### config.mk
export PLATFORM = sky130hd
export DESIGN_NAME = env_sequencer
export DESIGN_NICKNAME = d
export VERILOG_FILES = /design/src/rtl/adsr_pkg.sv /design/src/rtl/dffre.sv /design/src/rtl/step_timer.sv /design/src/rtl/env_sequencer.sv
export SDC_FILE = /design/constraint.sdc
export NUM_CORES = 1
export LEC_CHECK = 0
export ABC_AREA = 1
export CAP_MARGIN = 10
export CORE_UTILIZATION = 50
export DETAILED_ROUTE_END_ITERATION = 12
export DONT_BUFFER_PORTS = 1
export GPL_TIMING_DRIVEN = 0
export PLACE_DENSITY_LB_ADDON = 0.15
export SLEW_MARGIN = 20
export SYNTH_ARGS = -nofsm -noshare
export SYNTH_HDL_FRONTEND = slang
export SYNTH_SLANG_ARGS = --single-unit
### constraint.sdc
create_clock -name clk -period 6.33 [get_ports clk]
set_input_delay 0.633 -clock clk [delete_from_list [all_inputs] [get_ports clk]]
set_output_delay 0.633 -clock clk [all_outputs]
set_load 0.01 [all_outputs]
### src/rtl/adsr_pkg.sv
// Shared ADSR definitions: phase encodings, gain range and config addresses.
// Used by the envelope sequencer and the ADSR gain datapath.
package adsr_pkg;

    typedef enum logic [2:0] {
        PH_IDLE    = 3'd0,
        PH_ATTACK  = 3'd1,
        PH_DECAY   = 3'd2,
        PH_SUSTAIN = 3'd3,
        PH_RELEASE = 3'd4
    } phase_e;

    localparam logic [3:0] MAX_GAIN_IDX = 4'd9;

    localparam logic [1:0] CFG_ATTACK  = 2'd0;
    localparam logic [1:0] CFG_DECAY   = 2'd1;
    localparam logic [1:0] CFG_RELEASE = 2'd2;
    localparam logic [1:0] CFG_SUSTAIN = 2'd3;

    function automatic logic [3:0] clamp_gain(input logic [3:0] v);
        return (v > MAX_GAIN_IDX) ? MAX_GAIN_IDX : v;
    endfunction

endpackage

### src/rtl/dffre.sv
// Enabled register with synchronous active-low reset.
module dffre #(
    parameter int           W   = 1,
    parameter logic [W-1:0] RST = '0
) (
    input  logic         clk,
    input  logic         rst_n,
    input  logic         en,
    input  logic [W-1:0] d,
    output logic [W-1:0] q
);

    always_ff @(posedge clk) begin
        if (!rst_n) begin
            q <= RST;
        end else if (en) begin
            q <= d;
        end
    end

endmodule

### src/rtl/step_timer.sv
// Sample-tick counter; flags a step boundary on the tick that reaches len-1.
module step_timer (
    input  logic        clk,
    input  logic        reset,
    input  logic        tick,
    input  logic        clear,
    input  logic [15:0] len,
    output logic        boundary
);

    logic [15:0] cnt_q;
    logic [15:0] cnt_d;
    logic [15:0] last;

    // A zero length behaves as one tick per step.
    assign last = (len == 16'd0) ? 16'd0 : len - 16'd1;

    // >= keeps a shortened length from letting the counter run past it.
    assign boundary = tick && !clear && (cnt_q >= last);

    always_comb begin
        cnt_d = cnt_q;
        if (clear || boundary) begin
            cnt_d = 16'd0;
        end else if (tick) begin
            cnt_d = cnt_q + 16'd1;
        end
    end

    dffre #(.W(16)) u_cnt (
        .clk   (clk),
        .rst_n (reset),
        .en    (1'b1),
        .d     (cnt_d),
        .q     (cnt_q)
    );

endmodule

### src/rtl/env_sequencer.sv
// ADSR envelope phase sequencer: steps a gain index through
// attack/decay/sustain/release on codec sample ticks.
module env_sequencer
    import adsr_pkg::*;
#(
    parameter int DEF_STEP_LEN = 480,
    parameter int DEF_SUSTAIN  = 6
) (
    input  logic        clk,
    input  logic        reset,
    input  logic        sample_tick,
    input  logic        note_on,
    input  logic        note_off,
    input  logic        cfg_wr,
    input  logic [1:0]  cfg_addr,
    input  logic [15:0] cfg_data,
    output logic [2:0]  phase,
    output logic [3:0]  gain_idx,
    output logic        step_tick,
    output logic        busy,
    output logic        done
);

    localparam logic [15:0] LEN_RST = 16'(DEF_STEP_LEN);
    localparam logic [3:0]  SUS_RST = clamp_gain(4'(DEF_SUSTAIN));

    logic [15:0] len_a_q, len_d_q, len_r_q, cur_len;
    logic [3:0]  sus_q, sus_d;
    logic [2:0]  ph_raw;
    phase_e      ph_q, ph_d;
    logic [3:0]  gain_q, gain_d, gain_inc, gain_dec;
    logic        step_q, step_d, done_q, done_d;
    logic        evt_on, evt_off, clr, bnd;

    dffre #(.W(16), .RST(LEN_RST)) u_len_a (
        .clk(clk), .rst_n(reset),
        .en(cfg_wr && cfg_addr == CFG_ATTACK),
        .d(cfg_data), .q(len_a_q)
    );

    dffre #(.W(16), .RST(LEN_RST)) u_len_d (
        .clk(clk), .rst_n(reset),
        .en(cfg_wr && cfg_addr == CFG_DECAY),
        .d(cfg_data), .q(len_d_q)
    );

    dffre #(.W(16), .RST(LEN_RST)) u_len_r (
        .clk(clk), .rst_n(reset),
        .en(cfg_wr && cfg_addr == CFG_RELEASE),
        .d(cfg_data), .q(len_r_q)
    );

    assign sus_d = clamp_gain(cfg_data[3:0]);

    dffre #(.W(4), .RST(SUS_RST)) u_sus (
        .clk(clk), .rst_n(reset),
        .en(cfg_wr && cfg_addr == CFG_SUSTAIN),
        .d(sus_d), .q(sus_q)
    );

    // note_on beats note_off; note_off only matters while the key is held.
    assign evt_on  = note_on;
    assign evt_off = note_off && !note_on &&
                     (ph_q == PH_ATTACK || ph_q == PH_DECAY ||
                      ph_q == PH_SUSTAIN);
    assign clr     = evt_on || evt_off ||
                     ph_q == PH_IDLE || ph_q == PH_SUSTAIN;

    always_comb begin
        cur_len = len_a_q;
        unique case (ph_q)
            PH_DECAY:   cur_len = len_d_q;
            PH_RELEASE: cur_len = len_r_q;
            default:    cur_len = len_a_q;
        endcase
    end

    step_timer u_timer (
        .clk      (clk),
        .reset    (reset),
        .tick     (sample_tick),
        .clear    (clr),
        .len      (cur_len),
        .boundary (bnd)
    );

    assign gain_inc = (gain_q >= MAX_GAIN_IDX) ? MAX_GAIN_IDX
                                                : gain_q + 4'd1;
    assign gain_dec = (gain_q == 4'd0) ? 4'd0 : gain_q - 4'd1;

    dffre #(.W(3)) u_phase (
        .clk(clk), .rst_n(reset), .en(1'b1),
        .d(ph_d), .q(ph_raw)
    );
    assign ph_q = phase_e'(ph_raw);

    always_comb begin
        ph_d = ph_q;
        if (evt_on) begin
            ph_d = PH_ATTACK;
        end else if (evt_off) begin
            ph_d = (gain_q == 4'd0) ? PH_IDLE : PH_RELEASE;
        end else if (bnd) begin
            unique case (ph_q)
                PH_ATTACK: if (gain_inc == MAX_GAIN_IDX)
                    ph_d = (sus_q == MAX_GAIN_IDX) ? PH_SUSTAIN
                                                   : PH_DECAY;
                PH_DECAY: if (gain_dec <= sus_q)
                    ph_d = PH_SUSTAIN;
                PH_RELEASE: if (gain_dec == 4'd0)
                    ph_d = PH_IDLE;
                default: ph_d = ph_q;
            endcase
        end
    end

    always_comb begin
        gain_d = gain_q;
        step_d = 1'b0;
        if (!evt_on && !evt_off && bnd) begin
            unique case (ph_q)
                PH_ATTACK:           gain_d = gain_inc;
                PH_DECAY, PH_RELEASE: gain_d = gain_dec;
                default:             gain_d = gain_q;
            endcase
            step_d = (gain_d != gain_q);
        end
        done_d = (ph_d == PH_IDLE) && (ph_q != PH_IDLE);
    end

    dffre #(.W(4)) u_gain (
        .clk(clk), .rst_n(reset), .en(1'b1),
        .d(gain_d), .q(gain_q)
    );

    dffre #(.W(2)) u_pulse (
        .clk(clk), .rst_n(reset), .en(1'b1),
        .d({step_d, done_d}), .q({step_q, done_q})
    );

    assign phase     = ph_raw;
    assign gain_idx  = gain_q;
    assign step_tick = step_q;
    assign done      = done_q;
    assign busy      = (ph_q != PH_IDLE);

endmodule

==> flow_summary.html <==
<table>
<tr><th>Metric</th><th>Value</th></tr>
<tr><th colspan="2">Outcome</th></tr>
<tr><td>Result of the run</td><td>completed</td></tr>
<tr><th colspan="2">Pwr</th></tr>
<tr><td>Overall power</td><td>1.07 mW</td></tr>
<tr><td>Pwr/cell area</td><td>209 mW/mm^2</td></tr>
<tr><td>IR Drop Worst-Case VDD</td><td>0.149 mV</td></tr>
<tr><td>Leakage power summed over all cells</td><td>2.38 nW</td></tr>
<tr><th colspan="2">STA</th></tr>
<tr><td>Final setup violation count</td><td>0</td></tr>
<tr><td>RSZ-0062 raised after global routing</td><td>false</td></tr>
<tr><td>Hold violation count in the final report</td><td>0</td></tr>
<tr><td>Worst-case clock skew</td><td>0.00980 ns</td></tr>
<tr><td>Setup TNS</td><td>0 ns</td></tr>
<tr><td>Post-layout worst setup margin</td><td>2.57 ns</td></tr>
<tr><td>Max Slew Vio Count</td><td>0</td></tr>
<tr><td>Transition at the pin with the smallest max-transition slack</td><td>0.582 ns</td></tr>
<tr><td>Highest achievable clock rate</td><td>266 MHz</td></tr>
<tr><td>Post-route fraction of the period consumed by the critical path</td><td>59.3%</td></tr>
<tr><td>Clock period minus worst slack</td><td>3.76 ns</td></tr>
<tr><td>Worst slew margin relative to its limit</td><td>61.2%</td></tr>
<tr><th colspan="2">Clock network</th></tr>
<tr><td>Number of buffers inserted by post-CTS setup repair</td><td>0</td></tr>
<tr><td>Cts repair resizes</td><td>0</td></tr>
<tr><td>Post-CTS Hold Fix Bufs</td><td>0</td></tr>
<tr><td>Clk root buf</td><td>clkbuf_8</td></tr>
<tr><td>Worst-case clock buffer depth</td><td>2</td></tr>
<tr><td>Number of clock sinks</td><td>77</td></tr>
<tr><td>Number of CTS-inserted buffers</td><td>9</td></tr>
<tr><td>Clock-pin transition on the worst setup and hold timing paths</td><td>0.09 ns</td></tr>
<tr><td>TritonCTS clock tree</td><td>yes</td></tr>
<tr><td>Latest clock arrival within the worst-skew pair</td><td>0.36 ns</td></tr>
<tr><td>Total number of H-tree levels</td><td>3</td></tr>
<tr><th colspan="2">Yosys</th></tr>
<tr><td>Combinational family with the most area after synthesis</td><td>simple AND/OR/NAND/NOR gates</td></tr>
<tr><td>Post-synthesis average cell area</td><td>6.85 um^2</td></tr>
<tr><td>Sequential cell area fraction in the yosys report</td><td>32.5%</td></tr>
<tr><td>Cell types with the largest area share after synthesis</td><td>dfxtp_1 (32%), nand2_1 (12%), inv_1 (7.3%), ha_1 (7.1%), nor2_1 (6.6%)</td></tr>
<tr><td>Share of the synthesized area in compound gates (AO/OA/AOI/OAI)</td><td>14.5%</td></tr>
<tr><td>Cell area after synthesis</td><td>0.00475 mm^2</td></tr>
<tr><td>Post-synthesis share of cell area spent on and, or, nand and nor gates</td><td>32.6%</td></tr>
<tr><td>Count of different cell masters after synthesis</td><td>41</td></tr>
<tr><td>Predominant post-synthesis flop cell</td><td>dfxtp_1</td></tr>
<tr><td>Post-Synthesis Cells</td><td>693</td></tr>
<tr><td>Parity-gate share of the synthesized area counting xor and xnor cells</td><td>2.95%</td></tr>
<tr><td>Yosys warnings</td><td>0</td></tr>
<tr><td>FF+latch count, synth</td><td>77</td></tr>
<tr><td>Asr flop ratio synth</td><td>0%</td></tr>
<tr><td>Share of Yosys cell area claimed by the top area cell type</td><td>32.5%</td></tr>
<tr><td>Number of synthesized flops with an enable pin</td><td>0</td></tr>
<tr><td>Adder-cell area share of the yosys netlist</td><td>7.11%</td></tr>
<tr><td>Syn nets</td><td>744</td></tr>
<tr><td>Post-synthesis mux area share</td><td>0%</td></tr>
<tr><td>Largest area contributor in the synthesized netlist</td><td>dfxtp_1</td></tr>
<tr><th colspan="2">Flow run</th></tr>
<tr><td>Total of max-cap violations</td><td>0</td></tr>
<tr><th colspan="2">Global route</th></tr>
<tr><td>Overall track demand over capacity in global routing</td><td>25.7%</td></tr>
<tr><td>Antenna violations before repair</td><td>0</td></tr>
<tr><td>Remaining global-route overflow</td><td>0</td></tr>
<tr><td>Vias in the first global route</td><td>4125</td></tr>
<tr><td>First-pass GRT wire length</td><td>20000 um</td></tr>
<tr><td>Maximum number of pins on one net before global-route repair</td><td>15</td></tr>
<tr><th colspan="2">Floorplan</th></tr>
<tr><td>Num rows</td><td>35</td></tr>
<tr><td>Floorplan die width</td><td>99.5 um</td></tr>
<tr><td># IOs</td><td>34</td></tr>
<tr><td>Die outline height</td><td>99.5 um</td></tr>
<tr><td>Initial standard-cell utilization of the core</td><td>51.4%</td></tr>
<tr><td>Die area</td><td>0.00989 mm^2</td></tr>
<tr><td>Floorplan core area</td><td>0.00924 mm^2</td></tr>
<tr><th colspan="2">Drt</th></tr>
<tr><td>Count of routing violations after the opening detailed-route iteration</td><td>190</td></tr>
<tr><td>DR WL/cell</td><td>13.8 um</td></tr>
<tr><td>Via density per instance</td><td>5.16</td></tr>
<tr><td>Number of remaining DRC errors</td><td>0</td></tr>
<tr><td>Drt first pass iters</td><td>5</td></tr>
<tr><td>Routed Antenna Nets</td><td>0</td></tr>
<tr><td>Final Routed Wirelength</td><td>11500 um</td></tr>
<tr><td>Vias after detailed routing</td><td>4320</td></tr>
<tr><th colspan="2">Layout</th></tr>
<tr><td>Final non-filler cell area</td><td>0.00513 mm^2</td></tr>
<tr><td>Diode count</td><td>0</td></tr>
<tr><td>Area growth from synthesis to layout</td><td>8.06%</td></tr>
<tr><td>Final core utilization</td><td>55.5%</td></tr>
<tr><td>Fill cells</td><td>934</td></tr>
<tr><td>Final layout net count</td><td>755</td></tr>
<tr><td>Ratio of cells with drive above 1 in the final layout</td><td>9.73%</td></tr>
<tr><th colspan="2">Place</th></tr>
<tr><td>HPWL after detailed placement</td><td>8850 um</td></tr>
<tr><td>DP Worst Slack</td><td>2.54 ns</td></tr>
<tr><td>Post-place instance area</td><td>0.00491 mm^2</td></tr>
<tr><td>IO Port Bufs</td><td>0</td></tr>
<tr><td>Placer Congestion</td><td>0.875</td></tr>
<tr><th colspan="2">Critical path</th></tr>
<tr><td>Critical path class</td><td>flip-flop to flip-flop</td></tr>
<tr><td>Crit path required time</td><td>6.63 ns</td></tr>
<tr><td>Kind of end point of the critical path</td><td>flip-flop</td></tr>
<tr><td>Worst reg2reg path depth</td><td>24</td></tr>
<tr><td>Nature of the critical path startpoint</td><td>flip-flop</td></tr>
<tr><td>Worst endpoint data arrival time</td><td>4.05 ns</td></tr>
<tr><td>Peak fanout along the critical path</td><td>10</td></tr>
<tr><th colspan="2">Hold path</th></tr>
<tr><td>Hold Path Stages</td><td>2</td></tr>
<tr><td>Class of the worst hold path</td><td>primary input to flip-flop</td></tr>
</table>
synthesized netlist by cell type, types with 2 or more instances:
master,instances
inv_1,92
clkbuf_1,14
xnor2_1,4
nand4_1,10
o22ai_1,16
inv_2,6
nand2_2,11
nand3_1,44
nor2_2,10
o21ai_0,46
or2_2,2
ha_1,27
dfxtp_1,77
buf_6,5
a21oi_4,2
nand2_1,147
clkinv_1,2
nor3_1,5
xor2_1,12
a21oi_1,42
nand3_2,6
nor2_4,3
nor2_1,83
nand3_4,2
o211ai_1,9
routing by layer:
layer / global-route usage [%] / routed length [um]
met1: 32.6 / 5340
met3: 6.61 / 524
met2: 43.6 / 5530
met4: 6.45 / 133
met5: 0 / 0
critical path: stages, from the launching register on:
cell	delay [ns]
dfxtp_1	0.56
inv_2	0.14
nand3_4	0.16
nand2_8	0.10
inv_4	0.12
buf_6	0.19
nand2_1	0.06
and3_4	0.17
ha_1	0.19
nand2_1	0.09
nor2_2	0.05
nand3_2	0.12
buf_6	0.17
nand2_1	0.08
ha_1	0.30
a21oi_1	0.17
nand2_1	0.08
nor2_1	0.08
nand2_1	0.05
nand2_1	0.06
nand2_1	0.13
nand2_2	0.14
nand4_4	0.16
buf_6	0.22
nor2_1	0.10
registers in the layout, summed over array words and instances, names as in the netlist:
signal	cells
u_len_d.q	16
u_len_r.q	16
u_phase.q	3
u_timer.u_cnt.q	16
u_gain.q	4
u_pulse.q	2
u_sus.q	4
u_len_a.q	16
layout by cell type (no fill, tap or decap), drive strengths merged:
| master | netlist | layout |
|---|---|---|
| xnor2 | 4 | 4 |
| a211oi | 1 | 1 |
| o22ai | 16 | 16 |
| a21boi | 1 | 1 |
| inv | 99 | 101 |
| nand4 | 11 | 11 |
| ha | 27 | 27 |
| xor2 | 12 | 12 |
| nor3 | 7 | 7 |
| clkbuf | 14 | 24 |
| buf | 5 | 5 |
| nand3b | 1 | 1 |
| dfxtp | 77 | 77 |
| nand2 | 160 | 160 |
| clkinvlp | 0 | 1 |
| nor2 | 96 | 96 |
| and3 | 2 | 2 |
| a21oi | 44 | 44 |
| o31ai | 1 | 1 |
| nand3 | 52 | 52 |
| a31oi | 1 | 1 |
| a21o | 1 | 1 |
| o211ai | 9 | 9 |
| bufinv | 0 | 2 |
| o21ai | 47 | 47 |
| clkinv | 2 | 3 |
| o2111ai | 1 | 1 |
| or2 | 2 | 2 |
metrics by stage:
stage / hold WS [ns] / instances
floorplan: 0.429 / 693
global placement: 0.440 / 822
detailed placement: 0.443 / 822
CTS: 0.379 / 838
global route: 0.379 / 838
finish: 0.397 / 838
kinds of logic (layout without fill, tap and decap cells):
kind of cell / after synthesis / in the layout
AO/OA/AOI/OAI: 122 / 122
XOR/XNOR: 16 / 16
adder cells (fa/ha/maj): 27 / 27
buffers and inverters: 120 / 136
flip-flops: 77 / 77
AND/OR/NAND/NOR: 331 / 331
power by group:
group / internal, mW / switching (mW) / total (mW)
Sequential: 0.502 / 0.00854 / 0.511
Combinational: 0.0462 / 0.0921 / 0.138
Clock: 0.226 / 0.195 / 0.421
Total: 0.774 / 0.296 / 1.07
layout make-up:
class | instances | area [um^2] | area share [%]
Multi-Input combinational cell | 496 | 2720 | 52.9
Sequential cell | 77 | 1540 | 30.0
Inverter | 101 | 382 | 7.44
Tap cell | 129 | 161 | 3.15
Clock buffer | 10 | 128 | 2.49
Buffer | 19 | 109 | 2.12
Clock inverter | 6 | 93.8 | 1.83
path summary, 6_finish.rpt:
check                 from            endpoint  slack [ns]
min reg2reg  u_len_d.q[11]       u_len_d.q[11]        0.46
min            cfg_data[8]        u_len_a.q[8]        0.40
max           u_phase.q[2]  u_timer.u_cnt.q[0]        2.57
max reg2reg   u_phase.q[2]  u_timer.u_cnt.q[0]        2.57
Note: power is estimated with default switching activity, not from simulation.
